==> src/rtl/tick_period_timer_pkg.sv <==
// Shared types and constants for the tick period timer.
package tick_period_timer_pkg;

  typedef enum logic [1:0] {
    IDLE = 2'd0,
    RUN  = 2'd1,
    DONE = 2'd2
  } state_t;

  localparam logic MODE_PERIODIC = 1'b0;
  localparam logic MODE_ONESHOT  = 1'b1;

  // Terminal count of the one-second timer fed by the 100 ms base tick.
  localparam int DEF_TERM_1S = 10;

endpackage

==> src/rtl/tick_period_timer_if.sv <==
// Control/status bundle between a timer consumer (master) and the timer (slave).
interface tick_period_timer_if #(
  parameter int CNT_W = 4,
  parameter int PER_W = 8
);
  logic             tick_in;
  logic             start;
  logic             stop;
  logic             clear;
  logic             mode;
  logic [CNT_W-1:0] term_cnt;
  logic             timeout;
  logic             busy;
  logic             done;
  logic [CNT_W-1:0] count;
  logic [PER_W-1:0] per_cnt;
  logic             cfg_err;

  modport master (
    output tick_in, start, stop, clear, mode, term_cnt,
    input  timeout, busy, done, count, per_cnt, cfg_err
  );

  modport slave (
    input  tick_in, start, stop, clear, mode, term_cnt,
    output timeout, busy, done, count, per_cnt, cfg_err
  );
endinterface

==> src/rtl/tick_period_timer_sat_counter.sv <==
// W-bit incrementer that sticks at all-ones; clear and reset both zero it.
module tick_period_timer_sat_counter #(
  parameter int W = 8
) (
  input  logic         clk,
  input  logic         rst,
  input  logic         clr,
  input  logic         inc,
  output logic [W-1:0] value
);
  localparam logic [W-1:0] MAX = '1;
  localparam logic [W-1:0] ONE = W'(1);

  always_ff @(posedge clk) begin
    if (rst || clr)
      value <= '0;
    else if (inc && (value != MAX))
      value <= value + ONE;
  end
endmodule

==> src/rtl/tick_period_timer.sv <==
// Programmable tick-counting timer: periodic or one-shot, with a saturating
// count of completed periods. Event priority: rst > clear > stop > start > tick.
module tick_period_timer
  import tick_period_timer_pkg::*;
#(
  parameter int CNT_W    = 4,
  parameter int DEF_TERM = DEF_TERM_1S,
  parameter int PER_W    = 8
) (
  input logic               clk,
  input logic               rst,
  tick_period_timer_if.slave tmr
);
  localparam logic [CNT_W-1:0] ONE      = CNT_W'(1);
  localparam logic [CNT_W-1:0] DEF_TERM_V = CNT_W'(DEF_TERM);

  state_t           state, stateNxt;
  logic [CNT_W-1:0] termQ, cnt, cntNxt;
  logic             modeQ;
  logic             latchCfg, perClr, perInc;
  logic             timeoutNxt, cfgErrNxt;
  logic             timeoutQ, cfgErrQ;
  logic [PER_W-1:0] perVal;

  always_ff @(posedge clk) begin
    if (rst) state <= IDLE;
    else     state <= stateNxt;
  end

  always_comb begin
    stateNxt   = state;
    cntNxt     = cnt;
    latchCfg   = 1'b0;
    perClr     = 1'b0;
    perInc     = 1'b0;
    timeoutNxt = 1'b0;
    cfgErrNxt  = 1'b0;
    if (tmr.clear) begin
      cntNxt = '0;
      perClr = 1'b1;
    end else if (tmr.stop) begin
      // count is held so software can read where the run was stopped
      stateNxt = IDLE;
    end else if (tmr.start) begin
      if (tmr.term_cnt != '0) begin
        latchCfg = 1'b1;
        perClr   = 1'b1;
        cntNxt   = '0;
        stateNxt = RUN;
      end else begin
        cfgErrNxt = 1'b1;
      end
    end else if ((state == RUN) && tmr.tick_in) begin
      if (cnt == termQ - ONE) begin
        cntNxt     = '0;
        perInc     = 1'b1;
        timeoutNxt = 1'b1;
        stateNxt   = (modeQ == MODE_ONESHOT) ? DONE : RUN;
      end else begin
        cntNxt = cnt + ONE;
      end
    end
  end

  always_ff @(posedge clk) begin
    if (rst) begin
      cnt      <= '0;
      termQ    <= DEF_TERM_V;
      modeQ    <= MODE_PERIODIC;
      timeoutQ <= 1'b0;
      cfgErrQ  <= 1'b0;
    end else begin
      cnt      <= cntNxt;
      timeoutQ <= timeoutNxt;
      cfgErrQ  <= cfgErrNxt;
      if (latchCfg) begin
        termQ <= tmr.term_cnt;
        modeQ <= tmr.mode;
      end
    end
  end

  tick_period_timer_sat_counter #(.W(PER_W)) perCnt (
    .clk   (clk),
    .rst   (rst),
    .clr   (perClr),
    .inc   (perInc),
    .value (perVal)
  );

  assign tmr.timeout = timeoutQ;
  assign tmr.cfg_err = cfgErrQ;
  assign tmr.busy    = (state == RUN);
  assign tmr.done    = (state == DONE);
  assign tmr.count   = cnt;
  assign tmr.per_cnt = perVal;
endmodule

==> src/flat_wrapper.sv <==
// flat-port wrapper written by rule: the top's interface ports become plain ports
module tick_period_timer_flat import tick_period_timer_pkg::*;
#(
  parameter int CNT_W    = 4,
  parameter int DEF_TERM = DEF_TERM_1S,
  parameter int PER_W    = 8
)
  (clk, rst, tmr_tick_in, tmr_start, tmr_stop, tmr_clear, tmr_mode, tmr_term_cnt, tmr_timeout, tmr_busy, tmr_done, tmr_count, tmr_per_cnt, tmr_cfg_err);
  tick_period_timer_if #(.CNT_W(CNT_W), .PER_W(PER_W)) tmr_i ();
  input logic clk;
  input logic rst;
  input wire logic [$bits(tmr_i.tick_in)-1:0] tmr_tick_in;
  input wire logic [$bits(tmr_i.start)-1:0] tmr_start;
  input wire logic [$bits(tmr_i.stop)-1:0] tmr_stop;
  input wire logic [$bits(tmr_i.clear)-1:0] tmr_clear;
  input wire logic [$bits(tmr_i.mode)-1:0] tmr_mode;
  input wire logic [$bits(tmr_i.term_cnt)-1:0] tmr_term_cnt;
  output wire logic [$bits(tmr_i.timeout)-1:0] tmr_timeout;
  output wire logic [$bits(tmr_i.busy)-1:0] tmr_busy;
  output wire logic [$bits(tmr_i.done)-1:0] tmr_done;
  output wire logic [$bits(tmr_i.count)-1:0] tmr_count;
  output wire logic [$bits(tmr_i.per_cnt)-1:0] tmr_per_cnt;
  output wire logic [$bits(tmr_i.cfg_err)-1:0] tmr_cfg_err;
  assign tmr_i.tick_in = tmr_tick_in;
  assign tmr_i.start = tmr_start;
  assign tmr_i.stop = tmr_stop;
  assign tmr_i.clear = tmr_clear;
  assign tmr_i.mode = tmr_mode;
  assign tmr_i.term_cnt = tmr_term_cnt;
  assign tmr_timeout = tmr_i.timeout;
  assign tmr_busy = tmr_i.busy;
  assign tmr_done = tmr_i.done;
  assign tmr_count = tmr_i.count;
  assign tmr_per_cnt = tmr_i.per_cnt;
  assign tmr_cfg_err = tmr_i.cfg_err;
  tick_period_timer #(.CNT_W(CNT_W), .DEF_TERM(DEF_TERM), .PER_W(PER_W)) u_core (.clk(clk), .rst(rst), .tmr(tmr_i));
endmodule
==> config.mk <==
export PLATFORM = sky130hd
export DESIGN_NAME = tick_period_timer_flat
export DESIGN_NICKNAME = d
export VERILOG_FILES = /design/src/rtl/tick_period_timer_pkg.sv /design/src/rtl/tick_period_timer_if.sv /design/src/rtl/tick_period_timer_sat_counter.sv /design/src/rtl/tick_period_timer.sv /design/src/flat_wrapper.sv
export SDC_FILE = /design/constraint.sdc
export NUM_CORES = 1
export LEC_CHECK = 0
export ABC_AREA = 1
export ABC_CLOCK_PERIOD_IN_PS = 4300
export BUFFER_PORTS_ARGS = -buffer_cell sky130_fd_sc_hd__buf_2
export CORE_UTILIZATION = 40
export DETAILED_ROUTE_END_ITERATION = 16
export PLACE_DENSITY = 0.68
export SYNTH_ARGS = -nofsm -noshare
export SYNTH_HDL_FRONTEND = slang
export SYNTH_HIERARCHICAL = 1
export SYNTH_SLANG_ARGS = --single-unit
==> constraint.sdc <==
create_clock -name clk -period 4.3 [get_ports clk]
set_input_delay 1.29 -clock clk [delete_from_list [all_inputs] [get_ports clk]]
set_output_delay 1.29 -clock clk [all_outputs]
set_load 0.05 [all_outputs]
Word level (Yosys, flattened, before mapping)
Cells that the tools add are included.
{"block": "totals", "mem_bits_rw": 0, "out_inout_bits": 16, "word_cells": 51, "latchBits": 0, "mem_bits_ro": 0, "register_bits": 21, "in_bits": 11, "memories": 0}
{"block": "classes", "bitwise": 3, "magnitude_cmp": 0, "div": 0, "n_mux": 21, "n_addsub": 3, "n_mul": 0, "n_shift": 0, "eq_ne": 6, "n_reduce_logical": 11}
{"op": "2-to-1 mux 4 bit", "count": 4}
{"op": "2-to-1 mux 2 bit", "count": 6}
{"op": "2-to-1 mux 1 bit", "count": 11}
{"op": "adder 8 x 1 -> 8 bit (second input constant)", "count": 1}
{"op": "inequality test 8 bit (second input constant)", "count": 1}
{"op": "nonzero test 3 bit", "count": 2}
{"op": "adder 4 x 1 -> 4 bit (second input constant)", "count": 1}
{"op": "equality test 4 bit", "count": 1}
{"op": "AND reduction 4 bit", "count": 1}
{"op": "nonzero test 4 bit", "count": 1}
{"op": "OR reduction 4 bit", "count": 1}
{"op": "subtractor 4 x 1 -> 4 bit (second input constant)", "count": 1}
{"op": "inequality test 3 x 1 -> 1 bit (second input constant)", "count": 1}
{"op": "inverter 1 bit", "count": 3}
{"op": "AND reduction 3 bit", "count": 1}
{"op": "equality test 2 x 1 -> 1 bit (second input constant)", "count": 1}
{"op": "equality test 2 bit (second input constant)", "count": 1}
{"op": "logical AND 1 bit", "count": 2}
{"op": "inequality test 2 x 1 -> 1 bit (second input constant)", "count": 1}
{"op": "nonzero test 2 bit", "count": 1}
{"op": "OR reduction 2 bit", "count": 1}
{"op": "logical OR 1 bit", "count": 1}

Longest topological paths before layout
{"block": "logic_depth", "ltp_word": 8, "ltp_mapped": 18, "mapped_depth_nobuf": 18}

Modules after synthesis
The synthesis kept the hierarchy.
{"mod": "tick_period_timer", "cells_each": 108, "seq_area_each_um2": 260.2, "n_inst": 1, "area_per_inst_um2": 749.5}
{"mod": "tick_period_timer_sat_counter", "cells_each": 67, "seq_area_each_um2": 160.2, "n_inst": 1, "area_per_inst_um2": 447.9}

Worst setup path before layout
No wires, ideal clock.
{"block": "synth_timing", "path_type": "input -> register", "from": "input port tmr_start", "to": "register u_core.perCnt.value[4]", "n_path_buf": 0, "arrival_time_ns": 2.553, "setup_time_ns": 0.117, "stages": 8, "slack_ns": 1.631, "required_ns": 4.183, "path_cell_list": "nor2_1 > nand2_2 > nor3_1 > nand2_1 > nor3_1 > nand3_1 > nand2_1 > nor2_1"}
{"block": "synth_between", "elab_chain_len": 4, "word_cells_on_any_way": 8}
{"item": "from (decl)", "line": "flat_wrapper.sv:13", "rtl": "input wire logic [$bits(tmr_i.start)-1:0] tmr_start;"}
{"item": "2-to-1 mux 1 bit (3 in series)"}
{"item": "named net u_core.perInc", "line": "tick_period_timer.sv:20", "rtl": "logic latchCfg, perClr, perInc;"}
{"item": "logical AND 1 bit", "line": "tick_period_timer_sat_counter.sv:17", "rtl": "else if (inc && (value != MAX))"}
{"item": "to (signal assigned)", "line": "tick_period_timer_sat_counter.sv:18", "rtl": "value <= value + ONE;"}
{"item": "to (decl)", "line": "tick_period_timer_sat_counter.sv:9", "rtl": "output logic [W-1:0] value"}
The timed path passes the listed nets, and every way through them passes these cells.
A chain may end at the register's enable or synchronous reset.

Worst setup path in the final report
Same ends and word-level chain as after synthesis.

==> run_results.csv <==
group,metric,value,unit
global_route,grt_util_all_layers,15.2,%
hold_path,hp-class,"flip-flop to flip-flop",
setup_path,required,4.52,ns
global_route,grt_pass1_wl,3880,um
floorplan,core,2810,um^2
logic_synthesis,syn-cell-area,1200,um^2
clock_network,cts_max_path_buffers,2,
place,dpl.cell_count,231,
place,portBuffers,26,
pwr,irDropWorstVdd,0.110,mV
logic_synthesis,synth_commonest_cells,"nand2_1 (43), nor2_1 (24), inv_1 (22)",
route,drt-initial-drc-count,39,
global_route,grt_pass1_vias,981,
clock_network,cts_resized,0,
floorplan,start_util,42.7,%
run,max-cap-violations,0,
logic_synthesis,seq_area_frac_synth,35.1,%
logic_synthesis,ys_types,28,
place,hpwl,1740,um
timing,maxSlewViolCount,0,
timing,fin_ws,1.64,ns
floorplan,dieArea,3220,um^2
global_route,antenna_found_initial,0,
logic_synthesis,synth.area.top_cells,"dfxtp_1 (35%), nand2_1 (13%), nor2_1 (7.5%)",
clock_network,cts-htree-levels,1,
floorplan,rows,19,
global_route,grt_max_degree,12,
logic_synthesis,async_flop_share,0,%
logic_synthesis,synth_top_flop_cell,"dfxtp_1",
timing,finalCritPeriodShare,61.8,%
finish,drive_gt1_share,24.5,%
finish,diodes,0,
setup_path,reg2reg_slack,1.87,ns
global_route,met1_usage,19.8,%
clock_network,post_cts_buffers,0,
hold_path,hold_start,"u_core/modeQ",
global_route,grt_use_met3,3.23,%
timing,holdWs,0.487,ns
timing,rsz0062_at_grt,"false",
finish,fin_cells,235,
logic_synthesis,synth_largest_area_cell,"dfxtp_1",
logic_synthesis,synth_nets,189,
clock_network,clockRootBuffer,"clkbuf_4",
finish,nFillCells,296,
route,wl,2230,um
clock_network,cts_tree,"yes",
clock_network,clk_pin_slew,0.12,ns
floorplan,die_x,56.7,um
setup_path,critPathCaptureType,"flip-flop",
setup_path,crit_type,"primary input to flip-flop",
finish,fin_area,1380,um^2
setup_path,start_kind,"primary input",
pwr,pwr_density_cell,254,nW/um^2
outcome,status,"finished with violations",
floorplan,die_y,56.7,um
timing,timing.final.hold_violations,0,
timing,fin_crit,2.66,ns
global_route,globalRouteOverflowTotal,0,
setup_path,r2r-start,"u_core/termQ[0]",
finish,layout.nets,219,
setup_path,cp_slowest_cell,"nor3_1",
clock_network,worstSkewPairLatency,0.31,ns
hold_path,min_path_cells,2,
logic_synthesis,synth_most_common_cell,"nand2_1",
route,drt-wirelength-per-cell,9.48,um
route,first_pass_iters,10,
logic_synthesis,syn_inst,175,
floorplan,io_pins,27,
route,drtAntennaViolNets,0,
timing,max_freq,377,MHz
setup_path,crit_chain,"buf_2 -> nor2_1 -> nand2_2 -> nor3_1 -> nand2_1 -> nor3_1 -> nand3_1 -> nand2_1 -> nor2_1",
setup_path,worst_r2r_endpoint,"u_core/perCnt/value[4]",
clock_network,cts_sinks,21,
place,dp_slack,1.33,ns
setup_path,rr_worst_depth,14,
timing,worst_slew_pin_slew,0.646,ns
logic_synthesis,synth-edff-count,0,
place,place_congestion,0.824,
clock_network,cts_made_buffers,3,
clock_network,holdBufCountCts,0,
hold_path,min_to,"u_core/modeQ",
logic_synthesis,yosys_warnings,6,
timing,fin_setup_tns,0,ns
pwr,cellLeakagePower,0.663,nW
finish,area_delta_synth_final,15.4,%
route,vias,1142,
timing,slew_headroom,56.6,%
timing,finClkSkew,0.00317,ns
logic_synthesis,netlist.area_leader.share,35.1,%
outcome,violations,"DRC",
route,viasPerCell,4.86,
global_route,use_met2,24.1,%
timing,final-setup-viol-count,0,
setup_path,cp_max_fo,6,
global_route,grt.busiest_layer,"met2",
logic_synthesis,synth_seq_cells,21,
setup_path,slowest_delay,0.56,ns
logic_synthesis,postSynthAreaPerCell,6.84,um^2
place,place_area,1360,um^2
route,drc,4,
setup_path,cp.arrival,2.87,ns
==> worst max path at each step <==
stage                                  end  slack (ns)  depth (start not counted)  startpoint
floorplan           u_core/perCnt/value[4]        1.63                          8   tmr_start
detailed placement  u_core/perCnt/value[4]        1.33                          9   tmr_start
finish              u_core/perCnt/value[4]        1.64                          9   tmr_start
CTS                 u_core/perCnt/value[4]        1.66                          9   tmr_start
global route        u_core/perCnt/value[4]        1.41                          9   tmr_start
global placement    u_core/perCnt/value[4]        1.35                          9   tmr_start
==> report_power, final <==
group | total, mW | switching (mW) | internal [mW] | leakage [nW]
Combinational | 0.0511 | 0.0333 | 0.0178 | 0.478
Sequential | 0.202 | 0.00301 | 0.199 | 0.170
Clock | 0.0974 | 0.0612 | 0.0363 | 0.0150
==> flip-flops by register name, indices dropped and copies added, names as in the netlist <==
register,flops
u_core/perCnt/value,8
u_core/termQ,4
u_core/tmr.count,4
u_core/state,2
u_core/modeQ,1
u_core/tmr.cfg_err,1
u_core/tmr.timeout,1
==> routing by layer <==
metal  up-vias  share of wire [%]  wire length, um
met5         -                  0                0
met4         0                1.6               36
met3         5                5.1              114
met1       500                 49             1100
met2        26                 44              976
li1        611                  -                -
==> cell families after synthesis <==
family                     count (synthesis)  synth area share [%]
and+or+nand+nor                          103                  41.9
buffers and inverters                     26                  8.78
DFF                                       21                  35.1
AOI/OAI and AO/OA                         18                  8.15
xor gates and xnor gates                   4                  2.93
adders and majority gates                  3                  3.14
==> worst max-delay path, delay by kind of cell <==
kind / cells / cell delay (ns)
simple gates: 8 / 1.46
buf+inv: 1 / 0.12
==> stage by stage <==
step	total power, mW	util, %
6_report	0.350	49.2
2_1_floorplan	0.243	-
3_5_place_dp	0.257	48.3
5_1_grt	0.369	49.2
4_1_cts	0.356	49.2
3_3_place_gp	0.257	48.3
==> final cells by class <==
class	count	area [um^2]	area share, %
repair buffers	26	130	9.42
flip-flops and latches	21	420	30.4
well taps	31	38.8	2.81
clock buffers	4	26.3	1.90
inverters	25	93.8	6.79
multi-input cells	128	672	48.6
==> layout by cell type (no fill, tap or decap) <==
| cell | netlist | final |
|---|---|---|
| a31oi_1 | 1 | 1 |
| ha_1 | 3 | 3 |
| clkinv_1 | 1 | 1 |
| nand2_2 | 6 | 6 |
| nand3_2 | 3 | 3 |
| dfxtp_1 | 21 | 21 |
| clkbuf_4 | 0 | 3 |
| nand3b_2 | 1 | 1 |
| and3_2 | 1 | 1 |
| clkbuf_1 | 0 | 1 |
| nor3_1 | 4 | 4 |
| nor2_2 | 3 | 3 |
| nor4_1 | 1 | 1 |
| inv_1 | 22 | 22 |
| o21ai_0 | 4 | 4 |
| nor3_2 | 1 | 1 |
| and2_1 | 1 | 1 |
| xor2_1 | 3 | 3 |
| nor2_8 | 1 | 1 |
| nor2_1 | 24 | 24 |
| nand2_4 | 1 | 1 |
| nand3_1 | 12 | 12 |
| a21oi_1 | 11 | 11 |
| a21oi_2 | 1 | 1 |
| nand2_1 | 43 | 43 |
| xnor2_1 | 1 | 1 |
| and3_4 | 1 | 1 |
| buf_2 | 0 | 26 |
| o211ai_1 | 1 | 1 |
| inv_2 | 2 | 2 |
(Power assumes the default switching activity.)
